$ cat src/rtl/sram_loader.sv
// Streams FIFO words into an asynchronous SRAM as BEATS half-words, most
// significant slice first; a microprocessor owns the bus when the loader is idle.
module sram_loader #(
  parameter int ADDRESS_WIDTH   = 22,
  parameter int DATA_WIDTH      = 32,
  parameter int FPGA_DATA_WIDTH = 16,
  parameter int SETUP_CYCLES    = 1,
  parameter int WRITE_CYCLES    = 3,
  parameter int HOLD_CYCLES     = 1
) (
  input  logic                       sram_loader_clk_i,
  input  logic                       sram_loader_rst_i,
  input  logic                       load_en_i,
  input  logic                       store_en_i,
  input  logic                       addr_load_i,
  input  logic [ADDRESS_WIDTH-1:0]   base_address_i,
  input  logic [DATA_WIDTH-1:0]      fifo_datain_i,
  input  logic                       fifo_empty_i,
  output logic                       read_fifo_o,
  input  logic [ADDRESS_WIDTH-1:0]   micro_sram_address_i,
  input  logic [FPGA_DATA_WIDTH-1:0] micro_sram_datain_i,
  input  logic [5:0]                 micro_sram_control_i,
  output logic [ADDRESS_WIDTH-1:0]   sram_address_o,
  output logic [FPGA_DATA_WIDTH-1:0] sram_datain_o,
  output logic                       sram_cs_o,
  output logic                       sram_we_o,
  output logic                       sram_oe_o,
  output logic                       sram_adv_o,
  output logic [1:0]                 sram_lb_ub_o,
  output logic                       sram_wait_o,
  output logic                       busy_o,
  output logic [ADDRESS_WIDTH-1:0]   words_written_o
);

  localparam int BEATS  = DATA_WIDTH / FPGA_DATA_WIDTH;
  localparam int BEAT_W = (BEATS > 1) ? $clog2(BEATS) : 1;
  localparam int MAX_PHASE = (SETUP_CYCLES > WRITE_CYCLES) ?
                             ((SETUP_CYCLES > HOLD_CYCLES) ? SETUP_CYCLES : HOLD_CYCLES) :
                             ((WRITE_CYCLES > HOLD_CYCLES) ? WRITE_CYCLES : HOLD_CYCLES);
  localparam int CNT_W = (MAX_PHASE > 1) ? $clog2(MAX_PHASE) : 1;

  localparam logic [CNT_W-1:0]  SETUP_LAST = CNT_W'(SETUP_CYCLES - 1);
  localparam logic [CNT_W-1:0]  WRITE_LAST = CNT_W'(WRITE_CYCLES - 1);
  localparam logic [CNT_W-1:0]  HOLD_LAST  = CNT_W'(HOLD_CYCLES - 1);
  localparam logic [BEAT_W-1:0] BEAT_LAST  = BEAT_W'(BEATS - 1);

  generate
    if (BEATS < 1 || (DATA_WIDTH % FPGA_DATA_WIDTH) != 0 ||
        SETUP_CYCLES < 1 || WRITE_CYCLES < 1 || HOLD_CYCLES < 1) begin : gBadParams
      $error("sram_loader: illegal parameter combination");
    end
  endgenerate

  typedef enum logic [2:0] {
    IDLE, FETCH, LATCH, SETUP, WRITE, HOLD, NEXT
  } state_t;

  state_t                   state_q, state_d;
  logic [ADDRESS_WIDTH-1:0] addr_q, addr_d;
  logic [ADDRESS_WIDTH-1:0] wordsWritten_q, wordsWritten_d;
  logic [BEAT_W-1:0]        beat_q, beat_d;
  logic [CNT_W-1:0]         phaseCnt_q, phaseCnt_d;
  logic [DATA_WIDTH-1:0]    word_q, word_d;

  always_ff @(posedge sram_loader_clk_i) begin
    if (sram_loader_rst_i) begin
      state_q        <= IDLE;
      addr_q         <= '0;
      wordsWritten_q <= '0;
      beat_q         <= '0;
      phaseCnt_q     <= '0;
      word_q         <= '0;
    end else begin
      state_q        <= state_d;
      addr_q         <= addr_d;
      wordsWritten_q <= wordsWritten_d;
      beat_q         <= beat_d;
      phaseCnt_q     <= phaseCnt_d;
      word_q         <= word_d;
    end
  end

  always_comb begin
    state_d        = state_q;
    addr_d         = addr_q;
    wordsWritten_d = wordsWritten_q;
    beat_d         = beat_q;
    phaseCnt_d     = phaseCnt_q;
    word_d         = word_q;
    case (state_q)
      IDLE: begin
        if (addr_load_i) begin
          addr_d         = base_address_i;
          wordsWritten_d = '0;
        end else if (load_en_i && !fifo_empty_i) begin
          state_d = FETCH;
        end
      end
      FETCH: state_d = LATCH;
      LATCH: begin
        word_d     = fifo_datain_i;
        beat_d     = '0;
        phaseCnt_d = '0;
        state_d    = store_en_i ? SETUP : IDLE;
      end
      SETUP: begin
        if (phaseCnt_q == SETUP_LAST) begin
          phaseCnt_d = '0;
          state_d    = WRITE;
        end else begin
          phaseCnt_d = phaseCnt_q + 1'b1;
        end
      end
      WRITE: begin
        if (phaseCnt_q == WRITE_LAST) begin
          phaseCnt_d = '0;
          state_d    = HOLD;
        end else begin
          phaseCnt_d = phaseCnt_q + 1'b1;
        end
      end
      HOLD: begin
        if (phaseCnt_q == HOLD_LAST) begin
          phaseCnt_d = '0;
          addr_d     = addr_q + 1'b1;
          if (beat_q == BEAT_LAST) begin
            state_d = NEXT;
          end else begin
            beat_d  = beat_q + 1'b1;
            state_d = SETUP;
          end
        end else begin
          phaseCnt_d = phaseCnt_q + 1'b1;
        end
      end
      NEXT: begin
        wordsWritten_d = wordsWritten_q + 1'b1;
        state_d        = IDLE;
      end
      default: state_d = IDLE;
    endcase
  end

  // Shifting the current beat to the top keeps slice selection free of
  // variable part-select arithmetic.
  logic [31:0]                shiftAmt;
  logic [DATA_WIDTH-1:0]      wordShifted;
  logic [FPGA_DATA_WIDTH-1:0] beatData;

  assign shiftAmt    = 32'(beat_q) * 32'(FPGA_DATA_WIDTH);
  assign wordShifted = word_q << shiftAmt;
  assign beatData    = wordShifted[DATA_WIDTH-1 -: FPGA_DATA_WIDTH];

  logic                       ldCs, ldWe, ldAdv, ldWait;
  logic [1:0]                 ldLbUb;
  logic [FPGA_DATA_WIDTH-1:0] ldData;

  always_comb begin
    ldCs   = 1'b1;
    ldWe   = 1'b1;
    ldAdv  = 1'b1;
    ldWait = 1'b1;
    ldLbUb = 2'b11;
    ldData = '0;
    case (state_q)
      SETUP: begin
        ldAdv  = 1'b0;
        ldCs   = 1'b0;
        ldData = beatData;
      end
      WRITE: begin
        ldCs   = 1'b0;
        ldWe   = 1'b0;
        ldLbUb = 2'b00;
        ldWait = 1'b0;
        ldData = beatData;
      end
      HOLD:    ldData = beatData;
      default: ;
    endcase
  end

  assign busy_o          = (state_q != IDLE);
  assign read_fifo_o     = (state_q == FETCH);
  assign words_written_o = wordsWritten_q;

  // The micro keeps the bus only while the loader is neither enabled nor mid-word.
  always_comb begin
    if (!load_en_i && !busy_o) begin
      sram_address_o = micro_sram_address_i;
      sram_datain_o  = micro_sram_datain_i;
      sram_cs_o      = micro_sram_control_i[0];
      sram_we_o      = micro_sram_control_i[1];
      sram_oe_o      = micro_sram_control_i[2];
      sram_lb_ub_o   = micro_sram_control_i[4:3];
      sram_adv_o     = micro_sram_control_i[5];
      sram_wait_o    = 1'b1;
    end else begin
      sram_address_o = addr_q;
      sram_datain_o  = ldData;
      sram_cs_o      = ldCs;
      sram_we_o      = ldWe;
      sram_oe_o      = 1'b1;
      sram_lb_ub_o   = ldLbUb;
      sram_adv_o     = ldAdv;
      sram_wait_o    = ldWait;
    end
  end

endmodule

$ cat config.mk
export PLATFORM = sky130hd
export DESIGN_NAME = sram_loader
export DESIGN_NICKNAME = d
export VERILOG_FILES = /design/src/rtl/sram_loader.sv
export SDC_FILE = /design/constraint.sdc
export NUM_CORES = 1
export LEC_CHECK = 0
export CAP_MARGIN = 20
export CORE_ASPECT_RATIO = 1.4
export CORE_UTILIZATION = 45
export DETAILED_ROUTE_END_ITERATION = 16
export HOLD_SLACK_MARGIN = 0.05
export PLACE_DENSITY = 0.81
export SYNTH_ARGS = -nofsm -noshare
export SYNTH_HDL_FRONTEND = slang
export SYNTH_SLANG_ARGS = --single-unit
export TNS_END_PERCENT = 100
$ cat constraint.sdc
create_clock -name sram_loader_clk_i -period 2.46 [get_ports sram_loader_clk_i]
set_clock_uncertainty 0.1 [all_clocks]
set_input_delay 0.369 -clock sram_loader_clk_i [delete_from_list [all_inputs] [get_ports sram_loader_clk_i]]
set_output_delay 0.369 -clock sram_loader_clk_i [all_outputs]
set_load 0.01 [all_outputs]
# Word level (Yosys, flattened, before mapping)
# Index checks and enable logic that the tools add are counted.
# totals
register_bits	82
latch_bits	0
mem_bits_rw	0
rom_bits	0
inputBits	104
output_inout_bits	69
elab_cells	75
memories	0
# op_classes
n_addsub	4
n_mul	0
div_mod_pow	0
magnitude_cmp	0
eq_ne	13
shifts	1
mux	32
bitwise	0
reduce_logical	19
# op_table
cell	count
$mux 22	4
$pmux 22 s2	2
$add 22x1->22 const B	2
$mux 16	2
$shl 32x5->32	1
$mux 3	6
$pmux 3 s6	1
$ne 2x2->1 const B	6
$mux 1	10
$mux 2	5
$eq 3x3->1 const B	3
$eq 3x2->1 const B	2
$pmux 2 s3	1
$reduce_bool 2->1	3
$reduce_bool 3->1	2
$reduce_and 5->1	1
$reduce_and 2->1	2
$reduce_or 2->1	2
$eq 3x1->1 const B	1
$logic_not 1->1	3
$logic_not 3->1	1
$reduce_and 3->1	1
$reduce_or 3->1	1
$add 2x1->2 const B	1
5 further kinds	6

# Logic depth before layout (Yosys ltp)
# depth
depth_word	5
ltp_mapped	8
mapped_depth_nobuf	7

# Worst setup path after synthesis
# Ideal clock, no wire load.
# synth_path
path_kind	register to output
start	reg state_q[1]
end	out sram_address_o[11]
arrival_ns	1.698
required_ns	1.991
setup_slack_ns	0.293
stages_incl_launch_ff	6
n_path_buf	2
cell_sequence	dfxtp_1 buf_6 or3_1 nor2_2 buf_4 mux2_2
# synth_between
elab_chain_cells	4
# synth_lines
element	line_no	rtl
start, declared	58	state_t state_q, state_d;
start signal, assigned	74	state_q <= state_d;
$reduce_bool 3->1	183	assign busy_o = (state_q != IDLE);
named net busy_o	31	output logic busy_o,
$logic_not 1->1	189	if (!load_en_i && !busy_o) begin
$logic_and 1x1->1	189	
$mux 22	189	
end, declared	23	output logic [ADDRESS_WIDTH-1:0] sram_address_o,
# The timed path passes the listed nets, and every way through them passes these cells.

# Worst setup path after layout
# layout_path
start	reg state_q[2]
end	out sram_address_o[9]
# layout_between
elab_chain_cells	4
# layout_lines
element	line_no
$reduce_bool 3->1	183
$logic_not 1->1	189
$logic_and 1x1->1	189
$mux 22	189
# Every way passes these cells.

==> metrics.yaml <==
die:
  die_h_um: 123
  pin_count: 173
  placementRows: 44
  coreArea_um2: 10300
  initial_utilization_pct: 46.0
  die_area_um2: 11000
  die_w_um: 88.7
yosys:
  syn_area_um2: 4740
  synth-edff-count: 0
  synth_top_family_by_area: "simple AND/OR/NAND/NOR gates"
  synth_xor_area_share_pct: 0.185
  avgSynthCellArea_um2: 7.71
  ys.flop_type: "dfxtp_1"
  seq_area_frac_synth_pct: 34.6
  async_flop_share_pct: 0
  yosys.area_share.adder_pct: 1.32
  synth_compound_area_share_pct: 20.4
  syn_nets: 724
  ys_types: 58
  netlist_instances: 615
  synthMuxAreaShare_pct: 9.45
  synthSimpleGateAreaFrac_pct: 29.0
  ys_warn_count: 0
  synth_seq_cells: 82
clocking:
  cts_hold_buf: 0
  clk_latency_ps: 340
  cts_max_path_buffers: 2
  cts_buffers: 9
  h-tree-depth: 3
  clock-sinks: 82
  cts-root-buf: "clkbuf_16"
  cts_tree: "done"
  cts.clk_slew.worst_paths_ps: 60
routing:
  vias: 5346
  first_pass_iters: 5
  wl_um: 14900
  antenna_left: 0
  wl_per_cell_um: 15.9
  drtIter0Drc: 399
  viasPerCell: 5.71
  remaining_drc_errors: 0
setup_path:
  r2r-end: "addr_q[20]"
  ff2ff_setup_slack_ps: 270
  startpoint_type: "flop"
  reg2reg_depth: 6
  critPathRequiredTime_ps: 1990
  arrival_ps: 2020
  cp-end-kind: "primary output"
  path_class: "flop to primary output"
  r2r_start: "addr_q[0]"
  cp_max_fo: 8
global_route:
  antenna_found_initial: 0
  grt_max_degree: 92
  overflow: 0
  grt_pass1_vias: 5138
  grt_usage_pct: 27.6
  grt_first_pass_wirelength_um: 23500
finish:
  fin_area_um2: 7160
  area_growth_pct: 51.1
  nets: 904
  n_antenna_cell: 0
  drive_gt1_share_pct: 16.4
power_and_ir_drop:
  clock_power_share_pct: 38.7
  vdd.ir_drop.worst_uv: 357
  p_int_w: 0.00255
  p_sw_w: 0.000847
  seqPwrFrac_pct: 41.3
  p_leak_nw: 2.68
  power_w: 0.00340
  swShare_pct: 24.9
  powerDensity_nw_per_um2: 474
  p_comb_share_pct: 20.0
timing:
  worstMarginPinSlew_ps: 595
  setup_viol: 4
  fin_crit_ps: 2490
  period_share_pct: 101
  hold_viol_final: 0
  relSlewSlack_pct: 60.0
  fmax_mhz: 402
  slew_violations: 0
  rsz0062_at_grt: "yes"
  setup_slack_ps: -26.0
  fin_setup_tns_ps: -78.4
  holdWs_ps: 354
min_path:
  hold_path_class: "flop to flop"
  min_from: "word_q[22]"
  holdPathEnd: "word_q[22]"
  min_path_cells: 2
run_status:
  violations: "setup timing"
  status: "finished, violations left"
place:
  dp_slack_ps: -91.3
  dpl_cell_area_um2: 6660
  finalWeightedCongestion: 0.907
  dp_hpwl_um: 10200
  numPortBuffers: 172
job:
  drv_cap: 0
==> power groups by stage <==
| stage | clock network (W) | logic, W | registers (W) |
|---|---|---|---|
| 3_5_place_dp | 0 | 0.000609 | 0.00143 |
| 3_3_place_gp | 0 | 0.000595 | 0.00143 |
| 4_1_cts | 0.00133 | 0.000636 | 0.00140 |
| 5_1_grt | 0.00139 | 0.000726 | 0.00141 |
| 6_report | 0.00132 | 0.000678 | 0.00140 |
| 2_1_floorplan | 0 | 0.000259 | 0.00142 |
==> how the worst max path moves through the flow <==
stage                from                  to  cells past startpoint  slack [ps]
2_1_floorplan  state_q[1]  sram_address_o[11]                      5         290
3_3_place_gp    load_en_i  sram_address_o[18]                      5         -30
3_5_place_dp   state_q[2]   sram_datain_o[12]                      5         -90
4_1_cts        state_q[2]  sram_address_o[17]                      6        -110
5_1_grt        state_q[2]   sram_address_o[9]                      7         -80
6_report       state_q[2]   sram_address_o[9]                      7         -30
==> critical path: stages (launching register included) <==
cell	delay [ps]
dfxtp_2	320
or3_4	410
nor2_4	140
buf_12	150
buf_12	130
buf_4	110
mux2_4	290
buf_6	120
==> sequential cells by signal, summed over array words and instances, names as in the netlist <==
register,flops
words_written_o,22
state_q,3
word_q,32
beat_q,1
addr_q,22
phaseCnt_q,2
==> cells by family after synthesis <==
kind of cell               count (synthesis)
muxes                                     42
and+or+nand+nor                          268
AOI/OAI and AO/OA                        166
buffers and inverters                     51
xor gates and xnor gates                   1
adders and majority gates                  5
DFF                                       82
==> layer usage <==
layer	wire length (µm)	track usage (%)
met5	0	0
met4	404	14.5
met3	1110	5.07
met2	7750	48.3
met1	5640	31.5
==> placed cells by master, fill, tap and decap left out, types with 7 or more instances in the layout <==
cell,instances
a21oi_1,71
a31oi_1,13
and3_1,9
buf_2,15
buf_4,26
buf_6,22
clkbuf_16,9
clkdlybuf4s50_1,129
dfxtp_1,80
dlygate4sd2_1,9
inv_1,10
mux2_2,9
mux2_4,13
mux2i_1,20
nand2_1,117
nand3_1,24
nand4_1,12
nand4b_1,7
nor2_1,38
o21ai_0,39
o31ai_1,9
==> cells in the mapped netlist, drive strengths merged (4+ instances only) <==
cell type  count  area share [%]
a31oi         14             1.8
a21o           4            0.63
nand3         26             3.0
inv           10            0.79
nand2b         5            0.66
mux2          22             5.2
nor2b          4            0.53
a22oi          5            0.79
and4           4            0.74
nand2        117             9.3
nor3           7             1.2
o21ai         42             4.5
or3            8             1.2
buf           18             2.5
or4            5            0.79
nor2          42             3.4
mux2i         20             4.2
nand3b         5             1.1
dfxtp         82              35
a21oi         71             7.5
nor4           7             1.2
and3           9             1.2
ha             5             1.3
nand4b         7             1.3
or2            4            0.53
nand4         12             1.6
o31ai          9             1.4
clkbuf        23             1.8
==> repair_timing <==
item                       in CTS  in global routing
buffers inserted               12                  1
cloned                          2                  0
setup endpoints to repair      42                 35
resized for setup             161                 31
hold endpoints to repair        0                  0
pin swaps                       1                  1
==> metrics by stage <==
step                util, %  cells
floorplan                 -    615
global placement       64.7    907
detailed placement     64.7    907
CTS                    68.4    936
global route           69.6    937
finish                 69.6    937
==> cell type report <==
class | count | area, µm²
inverters | 10 | 37.5
flip-flops and latches | 82 | 1640
clock inverters | 5 | 56.3
repair buffers | 210 | 2070
fillers | 856 | 3130
well taps | 138 | 173
clock buffers | 10 | 229
multi-input cells | 482 | 2950
(Power assumes the default switching activity.)
